===== config.mk =====
export PLATFORM = sky130hd
export DESIGN_NAME = imm_packer
export DESIGN_NICKNAME = d
export VERILOG_FILES = /design/src/rtl/imm_packer.sv
export SDC_FILE = /design/constraint.sdc
export NUM_CORES = 1
export LEC_CHECK = 0
export ABC_AREA = 1
export CORE_MARGIN = 10
export CORE_UTILIZATION = 45
export DETAILED_ROUTE_END_ITERATION = 16
export MAX_ROUTING_LAYER = met4
export PLACE_DENSITY = 0.73
export SLEW_MARGIN = 40
export SYNTH_ARGS = -nofsm -noshare
export SYNTH_HDL_FRONTEND = slang
export SYNTH_SLANG_ARGS = --single-unit

===== constraint.sdc =====
create_clock -name clk -period 4.5 [get_ports clk]
set_input_delay 0.45 -clock clk [delete_from_list [all_inputs] [get_ports clk]]
set_output_delay 0.45 -clock clk [all_outputs]
set_load 0.02 [all_outputs]

===== src/rtl/imm_packer.sv =====
// rtl/imm_packer.sv - packs a signed immediate into an RV32I instruction word
//
// Takes a base instruction word and a 32-bit signed immediate. It checks that
// the immediate is representable in the selected format, then writes its bits
// into the I/S/B/U/J immediate fields. Accepted words are presented with a
// sequential byte address for the instruction-memory preload path.
//
// Optional feature macro: IMM_PACKER_ROUNDTRIP_EN
//   When defined, the candidate word is decoded back to an immediate in CHECK
//   and any mismatch is rejected with err_code 2'b11.
//
// Ports:
//   clk, rst    clock, synchronous active-high reset
//   in_valid    request valid            in_ready   request accepted in IDLE
//   imm_type    000 I, 001 S, 010 B, 011 U, 100 J
//   imm_value   signed immediate         base_word  opcode/regs/funct source
//   out_valid   packed word valid        out_ready  consumer accepts word
//   out_instr   packed instruction       out_addr   byte address of out_instr
//   err_valid   one-cycle reject pulse   err_code   01 range, 10 type, 11 round-trip
//   err_count   saturating reject count

module imm_packer #(
    parameter int                ADDR_W     = 32,
    parameter logic [ADDR_W-1:0] START_ADDR = '0,
    parameter int                ERR_W      = 8
) (
    input  logic              clk,
    input  logic              rst,
    input  logic              in_valid,
    output logic              in_ready,
    input  logic [2:0]        imm_type,
    input  logic [31:0]       imm_value,
    input  logic [31:0]       base_word,
    output logic              out_valid,
    input  logic              out_ready,
    output logic [31:0]       out_instr,
    output logic [ADDR_W-1:0] out_addr,
    output logic              err_valid,
    output logic [1:0]        err_code,
    output logic [ERR_W-1:0]  err_count
);

    typedef enum logic [1:0] {
        S_IDLE  = 2'd0,
        S_CHECK = 2'd1,
        S_OUT   = 2'd2
    } state_t;

    localparam logic [2:0] T_I = 3'b000;
    localparam logic [2:0] T_S = 3'b001;
    localparam logic [2:0] T_B = 3'b010;
    localparam logic [2:0] T_U = 3'b011;
    localparam logic [2:0] T_J = 3'b100;

    state_t             state_q;
    state_t             state_d;

    logic [2:0]         type_q;
    logic [31:0]        imm_q;
    logic [31:0]        base_q;

    logic [31:0]        instr_q;
    logic [ADDR_W-1:0]  addr_q;
    logic               err_valid_q;
    logic [1:0]         err_code_q;
    logic [ERR_W-1:0]   err_count_q;

    logic               type_ok;
    logic               range_ok;
    logic               rt_ok;
    logic [31:0]        pack_word;
    logic [1:0]         fail_code;
    logic               check_pass;

    // Field scatter and range check on the captured request. A value fits an
    // N-bit signed field when all bits from N-1 upward are identical.
    always_comb begin
        type_ok   = 1'b1;
        range_ok  = 1'b0;
        pack_word = base_q;
        case (type_q)
            T_I: begin
                range_ok          = (&imm_q[31:11]) | ~(|imm_q[31:11]);
                pack_word[31:20]  = imm_q[11:0];
            end
            T_S: begin
                range_ok          = (&imm_q[31:11]) | ~(|imm_q[31:11]);
                pack_word[31:25]  = imm_q[11:5];
                pack_word[11:7]   = imm_q[4:0];
            end
            T_B: begin
                range_ok          = ~imm_q[0] & ((&imm_q[31:12]) | ~(|imm_q[31:12]));
                pack_word[31]     = imm_q[12];
                pack_word[30:25]  = imm_q[10:5];
                pack_word[11:8]   = imm_q[4:1];
                pack_word[7]      = imm_q[11];
            end
            T_U: begin
                range_ok          = ~(|imm_q[11:0]);
                pack_word[31:12]  = imm_q[31:12];
            end
            T_J: begin
                range_ok          = ~imm_q[0] & ((&imm_q[31:20]) | ~(|imm_q[31:20]));
                pack_word[31]     = imm_q[20];
                pack_word[30:21]  = imm_q[10:1];
                pack_word[20]     = imm_q[11];
                pack_word[19:12]  = imm_q[19:12];
            end
            default: type_ok = 1'b0;
        endcase
    end

`ifdef IMM_PACKER_ROUNDTRIP_EN
    logic [31:0] decoded;

    // Independent decode of the candidate word, as the datapath extender does.
    always_comb begin
        decoded = '0;
        case (type_q)
            T_I: decoded = {{20{pack_word[31]}}, pack_word[31:20]};
            T_S: decoded = {{20{pack_word[31]}}, pack_word[31:25], pack_word[11:7]};
            T_B: decoded = {{19{pack_word[31]}}, pack_word[31], pack_word[7],
                            pack_word[30:25], pack_word[11:8], 1'b0};
            T_U: decoded = {pack_word[31:12], 12'b0};
            T_J: decoded = {{11{pack_word[31]}}, pack_word[31], pack_word[19:12],
                            pack_word[20], pack_word[30:21], 1'b0};
            default: decoded = '0;
        endcase
        rt_ok = (decoded == imm_q);
    end
`else
    assign rt_ok = 1'b1;
`endif

    // Illegal type outranks range, which outranks round-trip.
    always_comb begin
        fail_code = 2'b00;
        if (!type_ok) begin
            fail_code = 2'b10;
        end else if (!range_ok) begin
            fail_code = 2'b01;
        end else if (!rt_ok) begin
            fail_code = 2'b11;
        end
    end

    assign check_pass = (fail_code == 2'b00);

    always_ff @(posedge clk) begin
        if (rst) begin
            state_q <= S_IDLE;
        end else begin
            state_q <= state_d;
        end
    end

    always_comb begin
        state_d   = state_q;
        in_ready  = 1'b0;
        out_valid = 1'b0;
        case (state_q)
            S_IDLE: begin
                in_ready = ~rst;
                if (in_valid) begin
                    state_d = S_CHECK;
                end
            end
            S_CHECK: begin
                state_d = check_pass ? S_OUT : S_IDLE;
            end
            S_OUT: begin
                out_valid = 1'b1;
                if (out_ready) begin
                    state_d = S_IDLE;
                end
            end
            default: state_d = S_IDLE;
        endcase
    end

    always_ff @(posedge clk) begin
        if (rst) begin
            type_q      <= '0;
            imm_q       <= '0;
            base_q      <= '0;
            instr_q     <= '0;
            addr_q      <= START_ADDR;
            err_valid_q <= 1'b0;
            err_code_q  <= 2'b00;
            err_count_q <= '0;
        end else begin
            err_valid_q <= 1'b0;
            if (state_q == S_IDLE && in_valid) begin
                type_q <= imm_type;
                imm_q  <= imm_value;
                base_q <= base_word;
            end
            if (state_q == S_CHECK) begin
                if (check_pass) begin
                    instr_q <= pack_word;
                end else begin
                    err_valid_q <= 1'b1;
                    err_code_q  <= fail_code;
                    if (err_count_q != '1) begin
                        err_count_q <= err_count_q + ERR_W'(1);
                    end
                end
            end
            if (state_q == S_OUT && out_ready) begin
                addr_q <= addr_q + ADDR_W'(4);
            end
        end
    end

    assign out_instr = instr_q;
    assign out_addr  = addr_q;
    assign err_valid = err_valid_q;
    assign err_code  = err_code_q;
    assign err_count = err_count_q;

endmodule


==> out/qor.yml, run 1 <==
gp_congestion: 0.916
initial_core_util_pct: 46.1
ant_nets: 0
grt_usage_pct: 19.4
via_per_inst: 5.22
mostFrequentLayoutCell: "nand2_1"
drc: 0
clkTransAtPathRegs_ns: 0.06
drt_iter0_markers: 467
clk_latency_ns: 0.43
whs_path_depth: 2
endpoint_kind: "flip-flop"
grt_pass1_vias: 5985
antenna_found_initial: 1
reg2reg_depth: 10
path_class: "reg -> reg"
cts-root-buf: "clkbuf_16"
finalMaxSlewViolations: 0
reg2reg_setup_slack_ns: 1.98
cts_tree: "done"
overflow: 0
cts_setup_buffers: 0
synthDominantCellAreaShare_pct: 44.3
rsz0062_at_grt: "no"
grt_start_max_net_pins: 87
max_freq_ghz: 0.398
seq_area_frac_synth_pct: 44.3
nets: 1097
worst_pin_slew_ns: 0.787
critPathMaxStageDelay_ns: 0.62
setup_viol: 0
drive_gt1_share_pct: 6.75
hp-class: "in -> reg"
hpwl_mm: 14.0
htreeDepth: 4
core_area_um2: 13900
power_leakage_nw: 3.24
max-vdd-ir-drop_mv: 0.266
ff_latch_area_um2: 2840
final.period_utilization_pct: 55.9
crit_arrival_ns: 2.86
hold_violations: 0
p_per_area_nw_per_um2: 374
cap_violations: 0
worst_path_max_delay_cell: "nand2_4"
synth_seq_cells: 142
path_max_fanout: 34
grt_pass1_wl_mm: 30.4
final_util_pct: 61.9
final_cell_mix: "156 x nand2_1, 154 x nor2_1, 144 x clkdlybuf4s50_1, 142 x dfxtp_1, 87 x a21oi_1"
status: "complete, no violations"
rows: 43
cts_buffers: 17
cpMostUsedCell: "nand2_1"
cp_top_family: "simple AND/OR/NAND/NOR gates"
die_area_um2: 19400
post_synth.cell_area_avg_um2: 7.15
firstDrtPassIters: 5
ys_top_cells_by_area: "dfxtp_1 44%, nand2_1 9.2%, nor2_1 9.1%"
fin_worst_skew_ns: 0.00671
worstSetupStartpointType: "flip-flop"
cts_num_sinks: 142
die_h_um: 139
synth_cell_type_count: 38
vias: 6358
fin_crit_ns: 2.52
cp.depth: 10
max_slew_margin_pct: 47.5
multi_input_area_um2: 3110
syn_to_final_growth_pct: 34.4
routedWlPerCell_um: 15.6
routed_wl_mm: 19.0
yosys.area.top_type: "dfxtp_1"
cts_hold_repair.buffers: 0
syn_area_um2: 6420
worst-path-buf-inv: 2
final.fill_count: 1249
tns_ns: 0
post_cts_resized: 0
syn_inst: 897
numPortBuffers: 145
ios: 148
crit_chain: "inv_1 > nand3_2 > nand2_1 > nand2_1 > inv_1 > nand2_1 > nand3_2 > nand2_4 > nand2_1 > a21oi_1"
die_x_um: 139
crit_required_ns: 4.85
ys_warn_count: 0
max-clock-path-buffers: 2
[flip-flops by register name, summed over array words and instances, names as in the netlist]
| name | cells |
|---|---|
| out_addr | 30 |
| type_q | 3 |
| state_q | 2 |
| err_code | 2 |
| err_valid | 1 |
| out_instr | 32 |
| base_q | 32 |
| err_count | 8 |
| imm_q | 32 |
[path summary, 6_finish.rpt]
path                                      end        start
worst min register to register    err_code[0]  err_code[0]
worst max-delay path            out_instr[19]    type_q[2]
worst max register to register  out_instr[19]    type_q[2]
worst min-delay path             out_addr[22]          rst
[layout make-up]
type | count | area share (%)
Antenna cell | 1 | 0.0290
Clock buffer | 17 | 4.93
Clock inverter | 15 | 2.71
Inverter | 75 | 3.29
Multi-Input combinational cell | 639 | 36.1
Sequential cell | 142 | 33.0
Tap cell | 180 | 2.61
Timing Repair Buffer | 149 | 17.4
[cell usage after synthesis (all sizes together)]
| cell type | instances |
|---|---|
| nor4 | 7 |
| nand2 | 164 |
| nor2 | 163 |
| clkbuf | 30 |
| nand4 | 15 |
| nor3b | 3 |
| nor3 | 19 |
| a221oi | 1 |
| conb | 1 |
| o21ai | 81 |
| xnor2 | 5 |
| ha | 2 |
| a21oi | 87 |
| inv | 75 |
| o211ai | 1 |
| o2111ai | 1 |
| o21bai | 1 |
| dfxtp | 142 |
| o221ai | 10 |
| xor2 | 9 |
| a211oi | 1 |
| o22ai | 1 |
| mux2 | 4 |
| nand3 | 62 |
| buf | 12 |
[per-stage QoR]
stage	hold slack, ns	worst slack [ns]	cell area, µm²	instances	total power [mW]
3_3_place_gp	0.438	2.04	7930	1184	1.68
2_1_floorplan	0.430	2.74	6420	898	1.55
5_1_grt	0.412	1.74	8620	1218	3.34
3_5_place_dp	0.447	2.03	7960	1185	1.69
4_1_cts	0.395	1.99	8620	1217	3.24
6_report	0.412	1.98	8620	1218	3.23
[logic make-up after synthesis]
kind of cell	count (synthesis)	share of synthesized area, %
compound gates	184	15.2
xor+xnor	14	1.91
fa+ha+maj	2	0.390
buf+inv	117	7.49
flops	142	44.3
mux	4	0.702
other cells	1	0.0584
simple gates	433	29.9
[layer usage]
layer / track usage, % / wire, µm
met1: 23.3 / 8410
met2: 30.7 / 8880
met3: 5.58 / 1480
met4: 6.04 / 268
met5: - / 0
[where the power goes]
group	switching, mW	internal [mW]
Sequential	0.0389	1.31
Combinational	0.178	0.132
Clock	0.575	0.993
Power figures use the tool's default switching activity.
==> run 2, diff against run 1 <==
--- a/config.mk
+++ b/config.mk
@@ -10,7 +10,7 @@
 export CORE_UTILIZATION = 45
 export DETAILED_ROUTE_END_ITERATION = 16
 export MAX_ROUTING_LAYER = met4
-export PLACE_DENSITY = 0.73
+export PLACE_DENSITY = 0.76
 export SLEW_MARGIN = 40
 export SYNTH_ARGS = -nofsm -noshare
 export SYNTH_HDL_FRONTEND = slang
==> constraint.sdc (replaced) <==
create_clock -name clk -period 2.2 [get_ports clk]
set_input_delay 0.22 -clock clk [delete_from_list [all_inputs] [get_ports clk]]
set_output_delay 0.22 -clock clk [all_outputs]
set_load 0.02 [all_outputs]
==> run 2 against run 1 <==
Register-to-register slack got worse by 1.8 ns. Cell count increased by 0.99%. Sequential share of layout area is 0.22 points lower. Non-clock buffer count is 12 higher. Routed wire length rose by 2.2%. Clock power increased by 94%. Sequential power grew 100%. Critical endpoint is now out_valid. Largest power group unchanged. Highest routed layer unchanged.
==> out/qor.yml, run 2 (synthesis gave the netlist of run 1 again) <==
use_met1_pct: 23.8  # +0.56 points
grt_usage_pct: 20.0  # +0.62 points
endpoint_kind: "output port"
routedWlPerCell_um: 15.8  # +1.2%
rows: 43  # unchanged
ios: 148  # unchanged
cts_setup_buffers: 0  # unchanged
switching_share_pct: 23.7  # -0.85 points
firstDrtPassIters: 5  # unchanged
drt_iter0_markers: 459  # -1.7%
drive_gt1_share_pct: 7.73  # +0.98 points
dpl-instance-area_um2: 8040  # +1.0%
mostFrequentLayoutCell: "nand2_1"
p_switching_mw: 1.53  # +94%
hold_violations: 0  # unchanged
antenna_found_initial: 2  # +1
path_class: "reg -> out"
tns_ns: 0  # unchanged
pwr-share-clk_pct: 47.2  # -1.4 points
combPwrFrac_pct: 10.1  # +0.5 points
postLayoutCellArea_um2: 8680  # +0.67%
fin_worst_skew_ns: 0.00860  # +0.00189 ns
rsz0062_at_grt: "no"
worstSetupStartpointType: "flip-flop"
vias: 6420  # +0.98%
routed_wl_mm: 19.5  # +2.2%
max_freq_ghz: 0.501
die_area_um2: 19400  # unchanged
power.share.sequential_pct: 42.7  # +0.9 points
cts_tree: "done"
initial_core_util_pct: 46.1  # unchanged
crit_required_ns: 1.98  # -2.87 ns
cts_num_sinks: 142  # unchanged
hp-class: "in -> reg"
die_x_um: 139  # unchanged
grt_pass1_wl_mm: 31.4  # +3.5%
dp.cells: 1197  # +1.0%
cts_hold_repair.buffers: 0  # unchanged
grtUsageMet2_pct: 31.6  # +0.90 points
final.period_utilization_pct: 90.7
max-vdd-ir-drop_mv: 0.736  # +180%
htreeDepth: 4  # unchanged
final_cell_mix: "156 x nand2_1, 154 x nor2_1, 144 x clkdlybuf4s50_1, 142 x dfxtp_1, 87 x a21oi_1"
syn_to_final_growth_pct: 35.3
cts-root-buf: "clkbuf_16"
numPortBuffers: 145  # unchanged
max-clock-path-buffers: 2  # unchanged
via_per_inst: 5.22  # about the same
clkTransAtPathRegs_ns: 0.06  # about the same
hpwl_mm: 14.5  # +3.6%
fin_ws_ns: 0.205  # -1.78 ns
overflow: 0  # unchanged
crit_arrival_ns: 1.77  # -1.09 ns
max_slew_margin_pct: 64.1  # +17 points
pre_cts_slack_ns: 0.155  # -1.87 ns
power_leakage_nw: 3.28  # +1.1%
grt_use_met3_pct: 6.09  # +0.51 points
p_per_area_nw_per_um2: 745  # +99%
path_max_fanout: 5  # -85%
cap_violations: 0  # unchanged
grt_pass1_vias: 6127  # +2.4%
busiest_layer: "met2"
fin_crit_ns: 1.99
grt_start_max_net_pins: 63  # -28%
fin_cells: 1230  # +0.99%
worst_pin_slew_ns: 0.537  # -0.250 ns
core_area_um2: 13900  # unchanged
setup_viol: 0  # unchanged
cts_buffers: 17  # unchanged
finalMaxSlewViolations: 0  # unchanged
gp_congestion: 0.953  # +4.0%
drc: 0  # unchanged
nets: 1109  # +1.1%
status: "complete, no violations"
power.internal_mw: 4.94  # +100%
clk_latency_ns: 0.42  # about the same
die_h_um: 139  # unchanged
ant_nets: 0  # unchanged
run 2: cell types whose count changed in the layout (fill, tap and decap cells not counted), moves of 2 or more:
cell	previous run	this run
buf_4	3	15
clkinv_2	1	4
clkinv_4	3	1
nand2_4	3	1
inv_6	3	0
clkbuf_8	0	3
run 2: layer usage:
| metal | up-vias | share of wire [%] | wire length [µm] |
|---|---|---|---|
| met5 | - | 0 | 0 |
| met4 | 0 | 1.8 | 342 |
| met3 | 26 | 7.2 | 1400 |
| met2 | 218 | 47 | 9210 |
| met1 | 2943 | 44 | 8500 |
| li1 | 3233 | - | - |
run 2: cell type report:
class / count / area, µm²
Fill cell: 1275 / 5250
Clock buffer: 20 / 467
Clock inverter: 11 / 164
Timing Repair Buffer: 161 / 1580
Inverter: 75 / 282
Multi-Input combinational cell: 639 / 3120
Tap cell: 180 / 225
Sequential cell: 142 / 2840
Antenna cell: 2 / 5.00
run 2: metrics by stage:
stage | util (%) | power (mW) | hold WS (ns)
final | 62.3 | 6.47 | 0.228
after detailed placement | 57.7 | 3.46 | 0.437
after floorplan | - | 3.18 | 0.385
after global placement | 57.7 | 3.45 | 0.439
after global routing | 62.3 | 6.70 | 0.245
after CTS | 62.2 | 6.50 | 0.213
run 2: power groups by stage:
stage          registers [mW]  clock network (mW)  logic [mW]
3_5_place_dp             2.82                   0       0.643
2_1_floorplan            2.80                   0       0.381
4_1_cts                  2.76                3.09       0.651
5_1_grt                  2.77                3.20       0.725
3_3_place_gp             2.81                   0       0.636
6_report                 2.76                3.05       0.652
run 2: timing repair:
action / CTS / global route
gates resized for setup: 0 / 1
setup endpoints to repair: 0 / 3
hold endpoints to repair: 0 / 0
run 2: worst paths after layout:
kind                            cells after the start  slack (ns)   startpoint            to
worst min-delay path                                2        0.23          rst  out_addr[19]
worst min register to register                      2        0.45  err_code[0]   err_code[0]
worst max-delay path                                3        0.21   state_q[1]     out_valid
worst max register to register                     11        0.21    type_q[2]  err_count[1]
run 2: worst max-delay path, cell delays in order, from the launching register on:
cell and delay, ns:
dfxtp_1 0.55, inv_1 0.07, nor2_1 0.12, clkdlybuf4s50_1 0.62
